**src/rtl/keccak_arb_ctrl.sv**
```systemverilog
// Two-requester arbiter and message sequencer in front of a Keccak core.
// A granted requester streams 64-bit words; the block adds the final-word
// markers or a pad-only word, waits for the digest, captures it and signals done.
`timescale 1ns/1ps
module keccak_arb_ctrl #(
    parameter int D = 256
) (
    input  logic         clk,
    input  logic         reset_n,
    input  logic [1:0]   req,
    input  logic [15:0]  len0,
    input  logic [15:0]  len1,
    input  logic [63:0]  wdata0,
    input  logic [63:0]  wdata1,
    input  logic [1:0]   wvalid,
    output logic [1:0]   wready,
    output logic [1:0]   gnt,
    output logic [1:0]   done,
    output logic [D-1:0] digest,
    output logic         core_reset,
    output logic [63:0]  core_in,
    output logic         core_in_ready,
    output logic         core_is_last,
    output logic [2:0]   core_byte_num,
    input  logic         core_buffer_full,
    input  logic [D-1:0] core_out,
    input  logic         core_out_ready
);

    typedef enum logic [2:0] {IDLE, CLR, FEED, PAD, WAIT, DONE} state_t;

    state_t         state_reg, state_next;
    logic [1:0]     gnt_reg, gnt_next;
    logic           prio_reg, prio_next;   // requester that wins the next tie
    logic [12:0]    cnt_reg, cnt_next;     // words remaining minus one
    logic [D-1:0]   digest_reg;
    logic           win;

    logic [15:0]    len_sel;
    logic [63:0]    wdata_sel;
    logic           wvalid_sel;

    // Everything after the grant is steered by the single registered grant bit.
    assign len_sel    = gnt_reg[1] ? len1   : len0;
    assign wdata_sel  = gnt_reg[1] ? wdata1 : wdata0;
    assign wvalid_sel = gnt_reg[1] ? wvalid[1] : wvalid[0];

    assign gnt    = gnt_reg;
    assign digest = digest_reg;

    // Per-requester handshake and completion strobes, gated by the grant.
    generate
        for (genvar gi = 0; gi < 2; gi++) begin : g_port
            assign wready[gi] = (state_reg == FEED) && gnt_reg[gi] && !core_buffer_full;
            assign done[gi]   = (state_reg == DONE) && gnt_reg[gi];
        end
    endgenerate

    // State, grant, round-robin pointer and word counter registers.
    always_ff @(posedge clk or negedge reset_n) begin
        if (!reset_n) begin
            state_reg <= IDLE;
            gnt_reg   <= 2'b00;
            prio_reg  <= 1'b0;
            cnt_reg   <= 13'd0;
        end else begin
            state_reg <= state_next;
            gnt_reg   <= gnt_next;
            prio_reg  <= prio_next;
            cnt_reg   <= cnt_next;
        end
    end

    // Digest capture when the core reports completion; held until the next one.
    always_ff @(posedge clk or negedge reset_n) begin
        if (!reset_n) begin
            digest_reg <= '0;
        end else if (state_reg == WAIT && core_out_ready) begin
            digest_reg <= core_out;
        end
    end

    // Next-state logic and core-side outputs.
    always_comb begin
        state_next    = state_reg;
        gnt_next      = gnt_reg;
        prio_next     = prio_reg;
        cnt_next      = cnt_reg;
        win           = 1'b0;
        core_reset    = 1'b0;
        core_in       = 64'd0;
        core_in_ready = 1'b0;
        core_is_last  = 1'b0;
        core_byte_num = 3'd0;
        case (state_reg)
            IDLE: begin
                if (req != 2'b00) begin
                    win        = (req == 2'b11) ? prio_reg : req[1];
                    gnt_next   = win ? 2'b10 : 2'b01;
                    prio_next  = ~win;
                    state_next = CLR;
                end
            end
            CLR: begin
                core_reset = 1'b1;
                // Storing ceil(len/8)-1 lets 65535 bytes (8192 words) fit 13 bits;
                // the wrapped value for len==0 is never used since that goes to PAD.
                cnt_next   = len_sel[15:3] - {12'd0, ~|len_sel[2:0]};
                state_next = (len_sel != 16'd0) ? FEED : PAD;
            end
            FEED: begin
                if (wvalid_sel && !core_buffer_full) begin
                    core_in_ready = 1'b1;
                    core_in       = wdata_sel;
                    if (cnt_reg == 13'd0) begin
                        if (len_sel[2:0] != 3'd0) begin
                            core_is_last  = 1'b1;
                            core_byte_num = len_sel[2:0];
                            state_next    = WAIT;
                        end else begin
                            state_next = PAD;
                        end
                    end else begin
                        cnt_next = cnt_reg - 13'd1;
                    end
                end
            end
            PAD: begin
                // Whole-word messages need an empty final block to carry the padding.
                if (!core_buffer_full) begin
                    core_in_ready = 1'b1;
                    core_is_last  = 1'b1;
                    state_next    = WAIT;
                end
            end
            WAIT: begin
                if (core_out_ready) begin
                    state_next = DONE;
                end
            end
            DONE: begin
                gnt_next   = 2'b00;
                state_next = IDLE;
            end
            default: begin
                state_next = IDLE;
            end
        endcase
    end

endmodule

```
**config.mk**
```make
export PLATFORM = sky130hd
export DESIGN_NAME = keccak_arb_ctrl
export DESIGN_NICKNAME = d
export VERILOG_FILES = /design/src/rtl/keccak_arb_ctrl.sv
export SDC_FILE = /design/constraint.sdc
export NUM_CORES = 1
export LEC_CHECK = 0
export ABC_AREA = 0
export BUFFER_PORTS_ARGS = -buffer_cell sky130_fd_sc_hd__buf_4
export CAP_MARGIN = 20
export CORE_AREA = 2 2 291 293
export CTS_CLUSTER_SIZE = 20
export DETAILED_ROUTE_END_ITERATION = 6
export DIE_AREA = 0 0 293 295
export GPL_ROUTABILITY_DRIVEN = 0
export PLACE_DENSITY = 0.33
export SLEW_MARGIN = 20
export SYNTH_ARGS = -nofsm -noshare
export SYNTH_HDL_FRONTEND = slang
export SYNTH_SLANG_ARGS = --single-unit
```
**constraint.sdc**
```tcl
create_clock -name clk -period 3.9 [get_ports clk]
set_clock_uncertainty 0.1 [all_clocks]
set_input_delay 0.195 -clock clk [delete_from_list [all_inputs] [get_ports clk]]
set_output_delay 0.195 -clock clk [all_outputs]
set_load 0.005 [all_outputs]
```
# Word level (Yosys, flattened, before mapping)
# Index checks and enable logic that the tools add are counted.
# totals
register_bits	275
input_bits	424
# classes
n_addsub	2
eq_ne	12
n_mux	32
n_bitwise	1
reduce_logical	22
# ops
cell	count
64-bit 2-to-1 mux	3
3-bit 2-to-1 mux	10
13-bit 2-to-1 mux	2
13-bit one-hot mux with 2 select lines	1
16-bit 2-to-1 mux	1
16-bit nonzero test	1
3-bit one-hot mux with 5 select lines	1
13-bit zero test	1
13-bit by 1-bit subtractor with 13-bit output	1
13-bit by 1-bit subtractor with 13-bit output, second input constant	1
1-bit 2-to-1 mux	9
1-bit logical AND	8
2-bit inequality test, second input constant	4
3-bit by 2-bit == test with 1-bit output, second input constant	2
3-bit == test, second input constant	2
2-bit nonzero test	3
5-bit AND reduction	1
2-bit 2-to-1 mux	2
2-bit by 1-bit inequality test with 1-bit output, second input constant	2
1-bit one-hot mux with 2 select lines	2
2-bit one-hot mux with 2 select lines	1
2-bit AND reduction	2
3-bit by 1-bit == test with 1-bit output, second input constant	1
3-bit zero test	1
6 further kinds	7

# Logic depth before layout (Yosys ltp)
# logic_depth
word_depth	6
mapped_depth	12
depth_no_buf	10

# Least setup slack after synthesis
# OpenSTA, ideal clock, no wires.
# synth_path
path_type	register to register
startpoint	reg gnt_reg[1], in the netlist gnt[1]
endpoint	reg cnt_reg[11]
setup_ns	0.132
t_arrival_ns	2.580
required_time_ns	3.668
slack_ns	1.089
path_stages_with_launch	12
period_less_slack_ns	2.811
path_cell_list	dfrtp_1 buf_2 buf_2 nor4_1 nor2_1 inv_1 ha_1 or4bb_1 a22oi_1 nor3b_1 xnor2_1 o21ai_2
# synth_between
elab_chain_cells	5
word_cells_on_any_way	9
cone_classes	1 x add/sub; 1 x eq/ne; 3 x mux; 4 x reduce/logical
# synth_lines
item	line_no	source
start: declaration	33	logic [1:0] gnt_reg, gnt_next;
start signal: assignment	68	gnt_reg <= gnt_next;
16-bit 2-to-1 mux	44	assign len_sel = gnt_reg[1] ? len1 : len0;
3-bit OR reduction	108	cnt_next = len_sel[15:3] - {12'd0, ~|len_sel[2:0]};
1-bit zero test	108	
13-bit by 1-bit subtractor with 13-bit output	108	
13-bit one-hot mux with 2 select lines	95	case (state_reg)
end signal: assignment	70	cnt_reg <= cnt_next;
end: declaration	35	logic [12:0] cnt_reg, cnt_next;
# Parallel ways exist; a longest one is shown, timed or not.
# A chain may end at the register's enable or synchronous reset.

# Worst setup path in the final report
# layout_path
startpoint	reg state_reg[0]
endpoint	out core_in[3]
# layout_between
elab_chain_cells	2
# layout_lines
item	line_no	source
start: declaration	32	state_t state_reg, state_next;
start signal: assignment	67	state_reg <= state_next;
3-bit by 2-bit == test with 1-bit output	95	
64-bit 2-to-1 mux	95	
end: declaration	21	output logic [63:0] core_in,
# No other way between the ends.

==> results.sh <==
export IMPL_cpMaxStageDelayCell="or3_4"
export IMPL_worstHoldStart="len0[14]"
export IMPL_rsz0062_at_grt="false"
export IMPL_yosys_area_top_type="dfrtp_1"
export IMPL_synth_cell_types=59
export IMPL_status="completed"
export IMPL_p_total_mw=7.755
export IMPL_grt_usage_pct=13.86
export IMPL_setup_slack_ps=726.1
export IMPL_htreeDepth=2
export IMPL_pin_count=756
export IMPL_final_common_cell="buf_4"
export IMPL_ys_seq_area_share_pct=56.30
export IMPL_drcViolationCount=0
export IMPL_required_ps=3610
export IMPL_synth_seq_cells=275
export IMPL_r2r_start="gnt[1]"
export IMPL_final_core_util_pct=27.61
export IMPL_rows=106
export IMPL_fin_hold_ws_ps=47.13
export IMPL_syn_area_per_cell_um2=13.33
export IMPL_path_max_fanout=66
export IMPL_final_cell_mix="buf_4, dfrtp_1, dlygate4sd3_1"
export IMPL_critPathKind="flip-flop to output port"
export IMPL_clk_insertion_delay_late_ps=540
export IMPL_drt_iter0_drc=306
export IMPL_core_area_um2=83160
export IMPL_r2r_setup_slack_ps=780
export IMPL_die_y_um=295
export IMPL_fin_nets=2358
export IMPL_cts_root_buf="clkbuf_16"
export IMPL_finalHoldViolations=0
export IMPL_cts_setup_buffers=0
export IMPL_worst_pin_slew_ps=868.6
export IMPL_hold_class="input pin to flip-flop"
export IMPL_dieArea_um2=86440
export IMPL_period_needed_ps=3174
export IMPL_powerDensity_nw_per_um2=337.8
export IMPL_areaGrowthSynthToFinish_pct=87.84
export IMPL_slew_headroom_pct=42.09
export IMPL_syn_area_um2=12220
export IMPL_cts_tree="done"
export IMPL_clock_path_buffers=3
export IMPL_max_cap_violations=0
export IMPL_worst_setup_path_end_kind="output port"
export IMPL_die_x_um=293
export IMPL_ys_warn_count=0
export IMPL_vias_per_cell=3.768
export IMPL_largest_register_ffs=256
export IMPL_worstPathArrival_ps=2880
export IMPL_ys_top_cells_by_area="dfrtp_1, mux2_2, mux2i_1, nor2_1, buf_2"
export IMPL_cts_hold_buf=264
export IMPL_slew_violations=0
export IMPL_numCtsBuffers=36
export IMPL_cts_resized=0
export IMPL_io_buffers=755
export IMPL_grt_antenna_before_repair=10
export IMPL_holdPathStages=4
export IMPL_cts_sinks=275
export IMPL_grt_pass1_vias=12712
export IMPL_finalSetupTns_ps=0
export IMPL_dp_hpwl_mm=49.21
export IMPL_netlist_area_leader_share_pct=56.30
export IMPL_peakVddDrop_mv=0.2106
export IMPL_synth_ff_type="dfrtp_1"
export IMPL_grt_overflow_total=0
export IMPL_async_reset_ff_share_pct=100.0
export IMPL_drt_total_wl_mm=62.49
export IMPL_start_util_pct=14.70
export IMPL_ant_nets=0
export IMPL_max_stage_delay_ps=730
export IMPL_power_leakage_nw=11.43
export IMPL_clk_pin_slew_worst_paths_ps=60
export IMPL_startpoint_type="flip-flop"
export IMPL_finalSetupViolations=0
export IMPL_preCtsSetupSlack_ps=750.0
export IMPL_cp_startpoint="state_reg[0]"
export IMPL_synth_edf_count=0
export IMPL_syn_inst=917
export IMPL_wl_per_cell_um=20.56
export IMPL_fillers=8795
export IMPL_grt_max_degree=91
export IMPL_worstPathCellList="or3b_1, or3_4, nor2_1, buf_4"
export IMPL_fin_crit_sh_pct=81.38
export IMPL_firstDrtPassIters=4
export IMPL_fmax_mhz=315.1
export IMPL_drive_above_1_share_pct=55.81
export IMPL_grt_pass1_wl_mm=88.15
export IMPL_synthesis_nets=1344
export IMPL_worstRegToRegCells=8
export IMPL_vias=11450
synth_stat cells, types with 3 or more instances:
cell type  count
and2_1         3
nor4_1         9
mux2i_1       78
o21ai_0       19
nand2b_1       5
xor2_1         4
or4_1          3
ha_1           3
inv_1          8
nor3_1        13
a21oi_1       19
nor2b_1        4
buf_2         31
nand2_1       12
nand3_1        8
nor3b_1        5
or3_1          5
dfrtp_1      275
clkbuf_1      16
nor2_1        80
xnor2_1        6
mux2_2       258
buf_1          7
stage by stage:
stage	cell area, um^2	cells
after floorplan	12220	917
after global placement	19170	2709
after detailed placement	19170	2709
after CTS	22950	3035
after global routing	22960	3039
final	22960	3039
worst max-delay path, delay by kind of cell, from the launching register on:
kind                   cells  cell delay, ps
flip-flops                 1             470
buffers and inverters      1             150
AND/OR/NAND/NOR            3            1680
area by class of cell:
cell class / count / area [um^2] / share of cell area [%]
Timing Repair Buffer: 1033 / 8498 / 37.01
Multi-Input combinational cell: 577 / 5045 / 21.97
Clock buffer: 49 / 999.7 / 4.354
Inverter: 8 / 30.03 / 0.1308
Tap cell: 1080 / 1351 / 5.886
Sequential cell: 275 / 6885 / 29.99
Antenna cell: 4 / 10.01 / 0.04360
Clock inverter: 13 / 140.1 / 0.6104
metal layers:
| metal | global-route usage [%] | part of all wire [%] | up-vias |
|---|---|---|---|
| li1 | - | - | 5308 |
| met1 | 12.71 | 32 | 5493 |
| met2 | 27.16 | 55 | 550 |
| met3 | 5.480 | 9.3 | 87 |
| met4 | 5.203 | 3.8 | 12 |
| met5 | 0 | 0.13 | - |
report_power, final:
part | switching (mW) | total (mW) | internal, mW
combinational | 0.657 | 1.48 | 0.819
clock | 1.37 | 3.30 | 1.93
sequential | 0.0671 | 2.98 | 2.91
cell families (layout without fill, tap and decap cells):
family / Yosys count / after routing / synth area share, %
multiplexers: 336 / 336 / 30.16
flip-flops: 275 / 275 / 56.30
AND/OR/NAND/NOR: 164 / 164 / 6.725
buffers and inverters: 65 / 1103 / 2.467
AO/OA/AOI/OAI: 64 / 64 / 3.327
XOR/XNOR: 10 / 10 / 0.7165
adder cells (fa/ha/maj): 3 / 3 / 0.3071
other: 0 / 4 / 0
worst paths after layout:
| kind | to |
|---|---|
| max reg2reg | cnt_reg[11] |
| min reg2reg | digest[67] |
| max in group asynchronous | digest[67] |
| min in group asynchronous | digest[115] |
| max | core_in[3] |
| min | cnt_reg[11] |
Power figures use the tool's default switching activity.
